===== config.mk =====
export PLATFORM = sky130hd
export DESIGN_NAME = id_ex_pipeline_flat
export DESIGN_NICKNAME = d
export VERILOG_FILES = /design/src/rtl/pipeline_pkg.sv /design/src/rtl/id_ex_pipeline_if.sv /design/src/rtl/hazard_unit.sv /design/src/rtl/id_ex_pipeline.sv /design/src/flat_wrapper.sv
export SDC_FILE = /design/constraint.sdc
export NUM_CORES = 1
export LEC_CHECK = 0
export BUFFER_PORTS_ARGS = -buffer_cell sky130_fd_sc_hd__buf_2
export CAP_MARGIN = 0
export CORE_AREA = 2 2 152 154
export CTS_CLUSTER_DIAMETER = 150
export CTS_CLUSTER_SIZE = 10
export DETAILED_ROUTE_END_ITERATION = 12
export DIE_AREA = 0 0 154 156
export SETUP_SLACK_MARGIN = 0.3
export SLEW_MARGIN = 20
export SYNTH_ARGS = -nofsm -noshare
export SYNTH_HDL_FRONTEND = slang
export SYNTH_HIERARCHICAL = 1
export SYNTH_SLANG_ARGS = --single-unit

===== constraint.sdc =====
create_clock -name clk -period 2.3 [get_ports clk]
set_clock_uncertainty 0.2 [all_clocks]
set_input_delay 0 -clock clk [delete_from_list [all_inputs] [get_ports clk]]
set_output_delay 0 -clock clk [all_outputs]
set_load 0.1 [all_outputs]

===== src/rtl/pipeline_pkg.sv =====
// Shared types for the ID/EX pipeline register and its hazard logic:
// control/data bundles, result-source, ALU and forward-select encodings.
package pipeline_pkg;

   typedef enum logic [1:0] {
      RES_ALU  = 2'b00,
      RES_LOAD = 2'b01,
      RES_PC4  = 2'b10
   } result_src_e;

   typedef enum logic [2:0] {
      ALU_ADD = 3'b000,
      ALU_SUB = 3'b001,
      ALU_AND = 3'b010,
      ALU_OR  = 3'b011,
      ALU_SLT = 3'b101
   } alu_ctrl_e;

   typedef enum logic [1:0] {
      FWD_RF  = 2'b00,
      FWD_WB  = 2'b01,
      FWD_MEM = 2'b10
   } fwd_sel_e;

   typedef struct packed {
      logic       RegWrite;
      logic [1:0] ResultSrc;
      logic       MemWrite;
      logic       Jump;
      logic       Branch;
      logic [2:0] ALUControl;
      logic       ALUSrc;
   } ctrl_t;

   typedef struct packed {
      logic [31:0] RD1;
      logic [31:0] RD2;
      logic [31:0] PC;
      logic [31:0] ImmExt;
      logic [31:0] PCPlus4;
      logic [4:0]  Rs1;
      logic [4:0]  Rs2;
      logic [4:0]  Rd;
   } idex_data_t;

   // An all-zero bundle is an inert nop: no register/memory write, no jump or branch, ADD.
   localparam ctrl_t      CTRL_BUBBLE = '0;
   localparam idex_data_t DATA_BUBBLE = '0;

   // x0 is hardwired to zero, so it never participates in a dependency.
   function automatic logic reg_match(input logic [4:0] rd, input logic [4:0] rs);
      return (rd != 5'd0) && (rd == rs);
   endfunction

   function automatic logic [1:0] forward_sel(input logic       valid,
                                              input logic [4:0] rs,
                                              input logic [4:0] rd_m,
                                              input logic       we_m,
                                              input logic [4:0] rd_w,
                                              input logic       we_w);
      logic [1:0] sel;
      sel = FWD_RF;
      if (valid) begin
         if (we_m && reg_match(rd_m, rs))
            sel = FWD_MEM;
         else if (we_w && reg_match(rd_w, rs))
            sel = FWD_WB;
      end
      return sel;
   endfunction

endpackage


===== src/rtl/id_ex_pipeline_if.sv =====
// Decode-side inputs, execute-side register outputs and hazard controls of the ID/EX stage.
interface id_ex_pipeline_if;
   import pipeline_pkg::*;

   ctrl_t      ctrlD;
   idex_data_t dataD;
   logic       PCSrcE;
   logic [4:0] RdM;
   logic [4:0] RdW;
   logic       RegWriteM;
   logic       RegWriteW;

   ctrl_t      ctrlE;
   idex_data_t dataE;
   logic       ValidE;
   logic       StallF;
   logic       StallD;
   logic       FlushD;
   logic [1:0] ForwardAE;
   logic [1:0] ForwardBE;

   modport master (
      output ctrlD, dataD, PCSrcE, RdM, RdW, RegWriteM, RegWriteW,
      input  ctrlE, dataE, ValidE, StallF, StallD, FlushD, ForwardAE, ForwardBE
   );

   modport slave (
      input  ctrlD, dataD, PCSrcE, RdM, RdW, RegWriteM, RegWriteW,
      output ctrlE, dataE, ValidE, StallF, StallD, FlushD, ForwardAE, ForwardBE
   );

endinterface


===== src/rtl/hazard_unit.sv =====
// Combinational load-use stall, redirect flush and operand forwarding selects
// for an instruction sitting in execute.
module hazard_unit
   import pipeline_pkg::*;
(
   input  logic [1:0] result_src_e,
   input  logic       valid_e,
   input  logic [4:0] rd_e,
   input  logic [4:0] rs1_e,
   input  logic [4:0] rs2_e,
   input  logic [4:0] rs1_d,
   input  logic [4:0] rs2_d,
   input  logic       pcsrc_e,
   input  logic [4:0] rd_m,
   input  logic [4:0] rd_w,
   input  logic       reg_write_m,
   input  logic       reg_write_w,
   output logic       stall_f,
   output logic       stall_d,
   output logic       flush_d,
   output logic       bubble,
   output logic [1:0] forward_ae,
   output logic [1:0] forward_be
);

   logic lw_stall;

   always_comb begin
      // A taken redirect discards the dependent instruction, so it overrides the stall.
      lw_stall   = (result_src_e == RES_LOAD) && valid_e && !pcsrc_e &&
                   (reg_match(rd_e, rs1_d) || reg_match(rd_e, rs2_d));
      stall_f    = lw_stall;
      stall_d    = lw_stall;
      flush_d    = pcsrc_e;
      bubble     = lw_stall || pcsrc_e;
      forward_ae = forward_sel(valid_e, rs1_e, rd_m, reg_write_m, rd_w, reg_write_w);
      forward_be = forward_sel(valid_e, rs2_e, rd_m, reg_write_m, rd_w, reg_write_w);
   end

endmodule


===== src/rtl/id_ex_pipeline.sv =====
// ID/EX pipeline register with bubble insertion; hazard detection and
// forwarding are delegated to hazard_unit.
module id_ex_pipeline
   import pipeline_pkg::*;
(
   input  logic              clk,
   input  logic              rst_n,
   id_ex_pipeline_if.slave   bus
);

   ctrl_t      ctrl_q;
   idex_data_t data_q;
   logic       valid_q;
   logic       bubble;

   hazard_unit u_hazard (
      .result_src_e (ctrl_q.ResultSrc),
      .valid_e      (valid_q),
      .rd_e         (data_q.Rd),
      .rs1_e        (data_q.Rs1),
      .rs2_e        (data_q.Rs2),
      .rs1_d        (bus.dataD.Rs1),
      .rs2_d        (bus.dataD.Rs2),
      .pcsrc_e      (bus.PCSrcE),
      .rd_m         (bus.RdM),
      .rd_w         (bus.RdW),
      .reg_write_m  (bus.RegWriteM),
      .reg_write_w  (bus.RegWriteW),
      .stall_f      (bus.StallF),
      .stall_d      (bus.StallD),
      .flush_d      (bus.FlushD),
      .bubble       (bubble),
      .forward_ae   (bus.ForwardAE),
      .forward_be   (bus.ForwardBE)
   );

   // The bubble clears ValidE, which is what keeps a load-use stall to a single cycle.
   always_ff @(posedge clk or negedge rst_n) begin
      if (!rst_n) begin
         ctrl_q  <= CTRL_BUBBLE;
         data_q  <= DATA_BUBBLE;
         valid_q <= 1'b0;
      end else if (bubble) begin
         ctrl_q  <= CTRL_BUBBLE;
         data_q  <= DATA_BUBBLE;
         valid_q <= 1'b0;
      end else begin
         ctrl_q  <= bus.ctrlD;
         data_q  <= bus.dataD;
         valid_q <= 1'b1;
      end
   end

   assign bus.ctrlE  = ctrl_q;
   assign bus.dataE  = data_q;
   assign bus.ValidE = valid_q;

endmodule


===== src/flat_wrapper.sv =====
// flat-port wrapper written by rule: the top's interface ports become plain ports
module id_ex_pipeline_flat import pipeline_pkg::*;
  (clk, rst_n, bus_ctrlD, bus_dataD, bus_PCSrcE, bus_RdM, bus_RdW, bus_RegWriteM, bus_RegWriteW, bus_ctrlE, bus_dataE, bus_ValidE, bus_StallF, bus_StallD, bus_FlushD, bus_ForwardAE, bus_ForwardBE);
  id_ex_pipeline_if bus_i ();
  input  logic clk;
  input  logic rst_n;
  input wire logic [$bits(bus_i.ctrlD)-1:0] bus_ctrlD;
  input wire logic [$bits(bus_i.dataD)-1:0] bus_dataD;
  input wire logic [$bits(bus_i.PCSrcE)-1:0] bus_PCSrcE;
  input wire logic [$bits(bus_i.RdM)-1:0] bus_RdM;
  input wire logic [$bits(bus_i.RdW)-1:0] bus_RdW;
  input wire logic [$bits(bus_i.RegWriteM)-1:0] bus_RegWriteM;
  input wire logic [$bits(bus_i.RegWriteW)-1:0] bus_RegWriteW;
  output wire logic [$bits(bus_i.ctrlE)-1:0] bus_ctrlE;
  output wire logic [$bits(bus_i.dataE)-1:0] bus_dataE;
  output wire logic [$bits(bus_i.ValidE)-1:0] bus_ValidE;
  output wire logic [$bits(bus_i.StallF)-1:0] bus_StallF;
  output wire logic [$bits(bus_i.StallD)-1:0] bus_StallD;
  output wire logic [$bits(bus_i.FlushD)-1:0] bus_FlushD;
  output wire logic [$bits(bus_i.ForwardAE)-1:0] bus_ForwardAE;
  output wire logic [$bits(bus_i.ForwardBE)-1:0] bus_ForwardBE;
  assign bus_i.ctrlD = bus_ctrlD;
  assign bus_i.dataD = bus_dataD;
  assign bus_i.PCSrcE = bus_PCSrcE;
  assign bus_i.RdM = bus_RdM;
  assign bus_i.RdW = bus_RdW;
  assign bus_i.RegWriteM = bus_RegWriteM;
  assign bus_i.RegWriteW = bus_RegWriteW;
  assign bus_ctrlE = bus_i.ctrlE;
  assign bus_dataE = bus_i.dataE;
  assign bus_ValidE = bus_i.ValidE;
  assign bus_StallF = bus_i.StallF;
  assign bus_StallD = bus_i.StallD;
  assign bus_FlushD = bus_i.FlushD;
  assign bus_ForwardAE = bus_i.ForwardAE;
  assign bus_ForwardBE = bus_i.ForwardBE;
  id_ex_pipeline u_core (.clk(clk), .rst_n(rst_n), .bus(bus_i));
endmodule

* Word level (Yosys, flattened, before mapping) *
Cells that the tools add are included.

storage, ports and cells
  latch bits = 0
  bits of input ports = 200
  register bits = 186
  bits in read-only memories = 0
  logic and storage cells = 51
  memories kept = 0
  RAM bits = 0
  output and inout port bits = 193

operators by class
  multipliers = 0
  bitwise gates (word level) = 0
  equal/unequal tests = 7
  divide/modulo/power cells = 0
  shifts and indexed selects = 0
  order comparisons = 0
  add/subtract/negate cells = 0
  reductions and logical operators = 19
  mux-type cells = 9

operator list
  operator                                                          count
  175-bit 2-to-1 mux                                                1
  5-bit == test                                                     6
  5-bit nonzero test                                                3
  1-bit logical AND                                                 13
  10-bit 2-to-1 mux                                                 1
  2-bit 2-to-1 mux                                                  4
  1-bit 2-to-1 mux                                                  3
  2-bit by 1-bit == test with 1-bit output (second input constant)  1
  1-bit logical OR                                                  2
  1-bit logical NOT                                                 1

* Longest topological paths before layout *
  depth after elaboration = 6
  gate-level depth with buffers = 7
  gate-level depth less buffers = 5

* Cells and area by module *
The synthesis kept the hierarchy.

by module, submodules not included
  module          seq. area each (µm²)  times used  area an instance (µm²)  cells each
  id_ex_pipeline  4654.5                1           5925.7                  392
  hazard_unit     0.0                   1           445.4                   56

* Worst setup path before layout *
OpenSTA, ideal clock, no wires.

  path kind = flip-flop to output port
  start point = register u_core.data_q (netlist bit u_core/bus.dataE[2])
  end point = output port bus_StallF
  arrival time = 4.107 ns
  buffers on the path = 1
  cell stages (with the launch flop) = 6
  slack = -2.007 ns
  cell sequence = dfrtp_1 > xor2_1 > nor3_1 > a22oi_1 > nor3_1 > buf_4

between the ends
  cells in the longest elaborated chain, start to end = 4
  elaborated cells on any way between the ends = 7
  classes of those cells = 2 x eq/ne; 5 x reduce/logical

RTL lines
  element                                              line                  RTL
  from (decl)                                          id_ex_pipeline.sv:12  idex_data_t data_q;
  from (signal assigned)                               id_ex_pipeline.sv:49  data_q <= bus.dataD;
  5-bit == test or 5-bit nonzero test (tied branches)  pipeline_pkg.sv:52    return (rd != 5'd0) && (rd == rs);
  1-bit logical AND                                    pipeline_pkg.sv:52
  1-bit logical OR (*)                                 hazard_unit.sv:31     (reg_match(rd_e, rs1_d) || reg_match(rd_e, rs2_d));
  1-bit logical AND (*)                                hazard_unit.sv:30     lw_stall = (result_src_e == RES_LOAD) && valid_e && !pcsrc_e &&
  to (decl)                                            flat_wrapper.sv:17    output wire logic [$bits(bus_i.StallF)-1:0] bus_StallF;

Every way passes the cells marked *; elsewhere a longest branch is shown, timed or not.

* Worst setup path in the final report *
  start point = register u_core.data_q (netlist bit u_core/bus.dataE[12])
  end point = output port bus_ForwardAE[0]

between the ends
  cells in the longest elaborated chain, start to end = 6
  elaborated cells on any way between the ends = 9
  classes of those cells = 2 x eq/ne; 3 x mux; 4 x reduce/logical

RTL lines
  element               line                RTL
  5-bit == test         pipeline_pkg.sv:52
  1-bit logical AND     pipeline_pkg.sv:52
  1-bit logical AND     pipeline_pkg.sv:66  else if (we_w && reg_match(rd_w, rs))
  1-bit 2-to-1 mux      pipeline_pkg.sv:66
  2-bit 2-to-1 mux (*)  pipeline_pkg.sv:64  if (we_m && reg_match(rd_m, rs))
  2-bit 2-to-1 mux (*)  pipeline_pkg.sv:63  if (valid) begin
  to (decl)             flat_wrapper.sv:20  output wire logic [$bits(bus_i.ForwardAE)-1:0] bus_ForwardAE;

Marks and branches as above.

==> run metrics <==
Hold Crit Class in2reg; Peak VDD IR 0.4788 mV; Synth-to-Final Area Change 103.4%; top_reg_cell synth dfrtp_1; layout cell share with drive strength beyond 1 0.5522; Internal 0.005799 W; setup ws final -0.05682 ns; Syn Area/Cell 14.22 sq um; switching portion of total power 0.3642; status finished with violations; Hold Path Depth 3; Final Max Tran Viols 0; initial antenna violation count 1; DP Worst Slack -0.02089 ns; initial core utilization 0.2849; Worst-Skew Late Latency 0.43 ns; worst reg2reg path depth 7; GRT overflow 0; largest area contributor in the netlist dfrtp_1; Syn Inst Count 448; post-DP HPWL 14120 um; RSZ-0062 raised after global routing true; largest net degree at the start of global routing 71; Pleak 6.709 nW; Tmin final 2.357 ns; sequential fraction of the synthesis area 0.7306; I/O Pins 393; clock slew at reported path FFs 0.08 ns; # DRC 0; register bit total from synthesis 186; CP startpoint kind register; number of synthesized flops with an enable pin 0; drt wl/cell 18.26 um; WP data arrival 2.16 ns; RePlAce Congestion 0.8107; net count after synthesis 648; max_slew headroom 0.5917; max_cap viols 0; overall routing resource usage 0.1959; fillcell total 1726; Design Area, Final 0.01296 sq mm; H-Tree Depth 4; Net Switching 0.003322 W; DR vias 5773; port bufs 392; top-area cell type share of the netlist area 0.7306; die width 154 um; Post-DRT Antenna Nets 0; die area 0.02402 sq mm; Die H 156 um; commonest cells in the netlist dfrtp_1, nor2b_1, xor2_1; Rows 55; core area 0.02237 sq mm; combinational share of power 0.292; Num CTS Buffers 17; PwrDens 703.9 mW/mm^2; DP Area 0.008925 sq mm; Critical Path RT 2.10 ns; DR iter-0 viols 276; crit path capture type output pin; Yosys Warn Count 6; Clock Power Share 0.324; Cell Area, Synth 0.006371 sq mm; fmax 424.3 MHz; vias in the first global route 6413; fraction of registers with async set/reset 1.000; dominant cells by area after synthesis dfrtp_1, nor2b_1, xor2_1; worst slew pin tran 0.6125 ns; clock tree buffer depth 2; CTS sink cnt 186; drt pass-1 iters 4; Synth cell types 22; period utilisation layout 1.025; Via density 4.186; CTS tree yes; final hold viol count 0; clk root buf clkbuf_16; failing checks negative setup slack; Final setup viols 19; count leader, synth dfrtp_1; first-pass GRT wire length 35560 um; sequential power share 0.384; Routed WL 25190 um; WS Path Type reg2out; Max FO, Critical Path 2; nets 1280
-- repair_timing --
item / CTS / global route
setup endpoints to repair: 192 / 192
resized for setup: 55 / 122
hold endpoints to repair: 371 / 0
pin swaps: 15 / 15
hold buffers: 188 / 0
setup buffers: 14 / 5
gates cloned: 16 / 9
-- worst paths after layout --
| path | from | endpoint | slack [ns] |
|---|---|---|---|
| min in group asynchronous | rst_n | u_core/bus.dataE[83]$_DFF_PN0_ | 0.52 |
| worst max register to register | u_core/bus.dataE[2]$_DFF_PN0_ | u_core/bus.dataE[173]$_DFF_PN0_ | -0.03 |
| max in group asynchronous | rst_n | u_core/bus.dataE[154]$_DFF_PN0_ | 0.69 |
| worst min-delay path | bus_dataD[33] | u_core/bus.dataE[33]$_DFF_PN0_ | 0.12 |
| worst min register to register | u_core/bus.ctrlE[8]$_DFF_PN0_ | u_core/bus.dataE[69]$_DFF_PN0_ | 0.90 |
| worst max-delay path | u_core/bus.dataE[12]$_DFF_PN0_ | bus_ForwardAE[0] | -0.06 |
-- power by group through the flow --
stage	clock [W]	sequential, W	combinational (W)
global placement	0	0.00356	0.00203
detailed placement	0	0.00357	0.00204
finish	0.00295	0.00351	0.00266
CTS	0.00304	0.00350	0.00248
global route	0.00319	0.00352	0.00276
floorplan	0	0.00484	0.000229
-- worst max-delay path: stages, from the launching register on --
cell     delay (ns)
dfrtp_4        0.49
xor2_1         0.14
or4_4          0.53
nor4_4         0.34
buf_12         0.22
-- layout by cell type (no fill, tap or decap), types with 2 or more instances in the layout --
| cell | instances |
|---|---|
| buf_2 | 385 |
| dlygate4sd3_1 | 188 |
| dfrtp_1 | 169 |
| nor2b_1 | 88 |
| nor2b_4 | 75 |
| clkbuf_16 | 24 |
| xor2_1 | 23 |
| buf_12 | 18 |
| buf_16 | 13 |
| and2b_1 | 12 |
| buf_6 | 10 |
| nor2b_2 | 10 |
| dfrtp_2 | 10 |
| buf_4 | 9 |
| dfrtp_4 | 7 |
| clkinv_4 | 5 |
| inv_8 | 4 |
| or4_4 | 4 |
| o21bai_4 | 3 |
| xnor2_2 | 3 |
| nor4_4 | 3 |
| diode_2 | 2 |
| inv_6 | 2 |
| buf_8 | 2 |
| nor2_1 | 2 |
| and2_4 | 2 |
| xnor2_1 | 2 |
-- cells by family (layout without fill, tap and decap cells) --
logic type	count (synthesis)	after routing	synth area share
and+or+nand+nor	203	203	0.2035
DFF	186	186	0.7306
xor gates and xnor gates	30	30	0.04124
buffers and inverters	24	666	0.01846
AOI/OAI and AO/OA	5	7	0.006286
other	0	2	0
-- final cells by class --
cell class / count / area, sq um / share of cell area
inverter: 2 / 12.51 / 0.0009655
timing repair buffer: 633 / 4926 / 0.3801
sequential: 186 / 4693 / 0.3622
tap: 285 / 356.6 / 0.02752
clock buffer: 17 / 425.4 / 0.03283
multi-input combinational: 240 / 2384 / 0.1839
antenna: 2 / 5.005 / 0.0003862
clock inverter: 14 / 156.4 / 0.01207
-- layer usage --
metal / wire length (um) / track usage
met1: 9784 / 0.2188
met2: 13090 / 0.3504
met3: 1603 / 0.05361
met4: 705 / 0.08678
met5: 0 / 0
-- stage by stage --
step                power, W  std cells  utilization   TNS, ns  hold slack, ns
floorplan           0.005072        448            -    -8.084         -0.4956
finish              0.009121       1379       0.5794   -0.2141          0.1201
global route        0.009466       1377       0.5792    -5.506         0.09686
CTS                 0.009024       1363       0.5429    -3.698         0.08948
detailed placement  0.005609       1114       0.3990  -0.06320         -0.1285
global placement    0.005597       1114       0.3990         0         -0.1306
-- sequential cells by signal, indices dropped and copies added (netlist names) --
name,cells
u_core/bus.dataE,175
u_core/bus.ctrlE,10
u_core/bus.ValidE,1
Note: power is estimated with default switching activity, not from simulation.
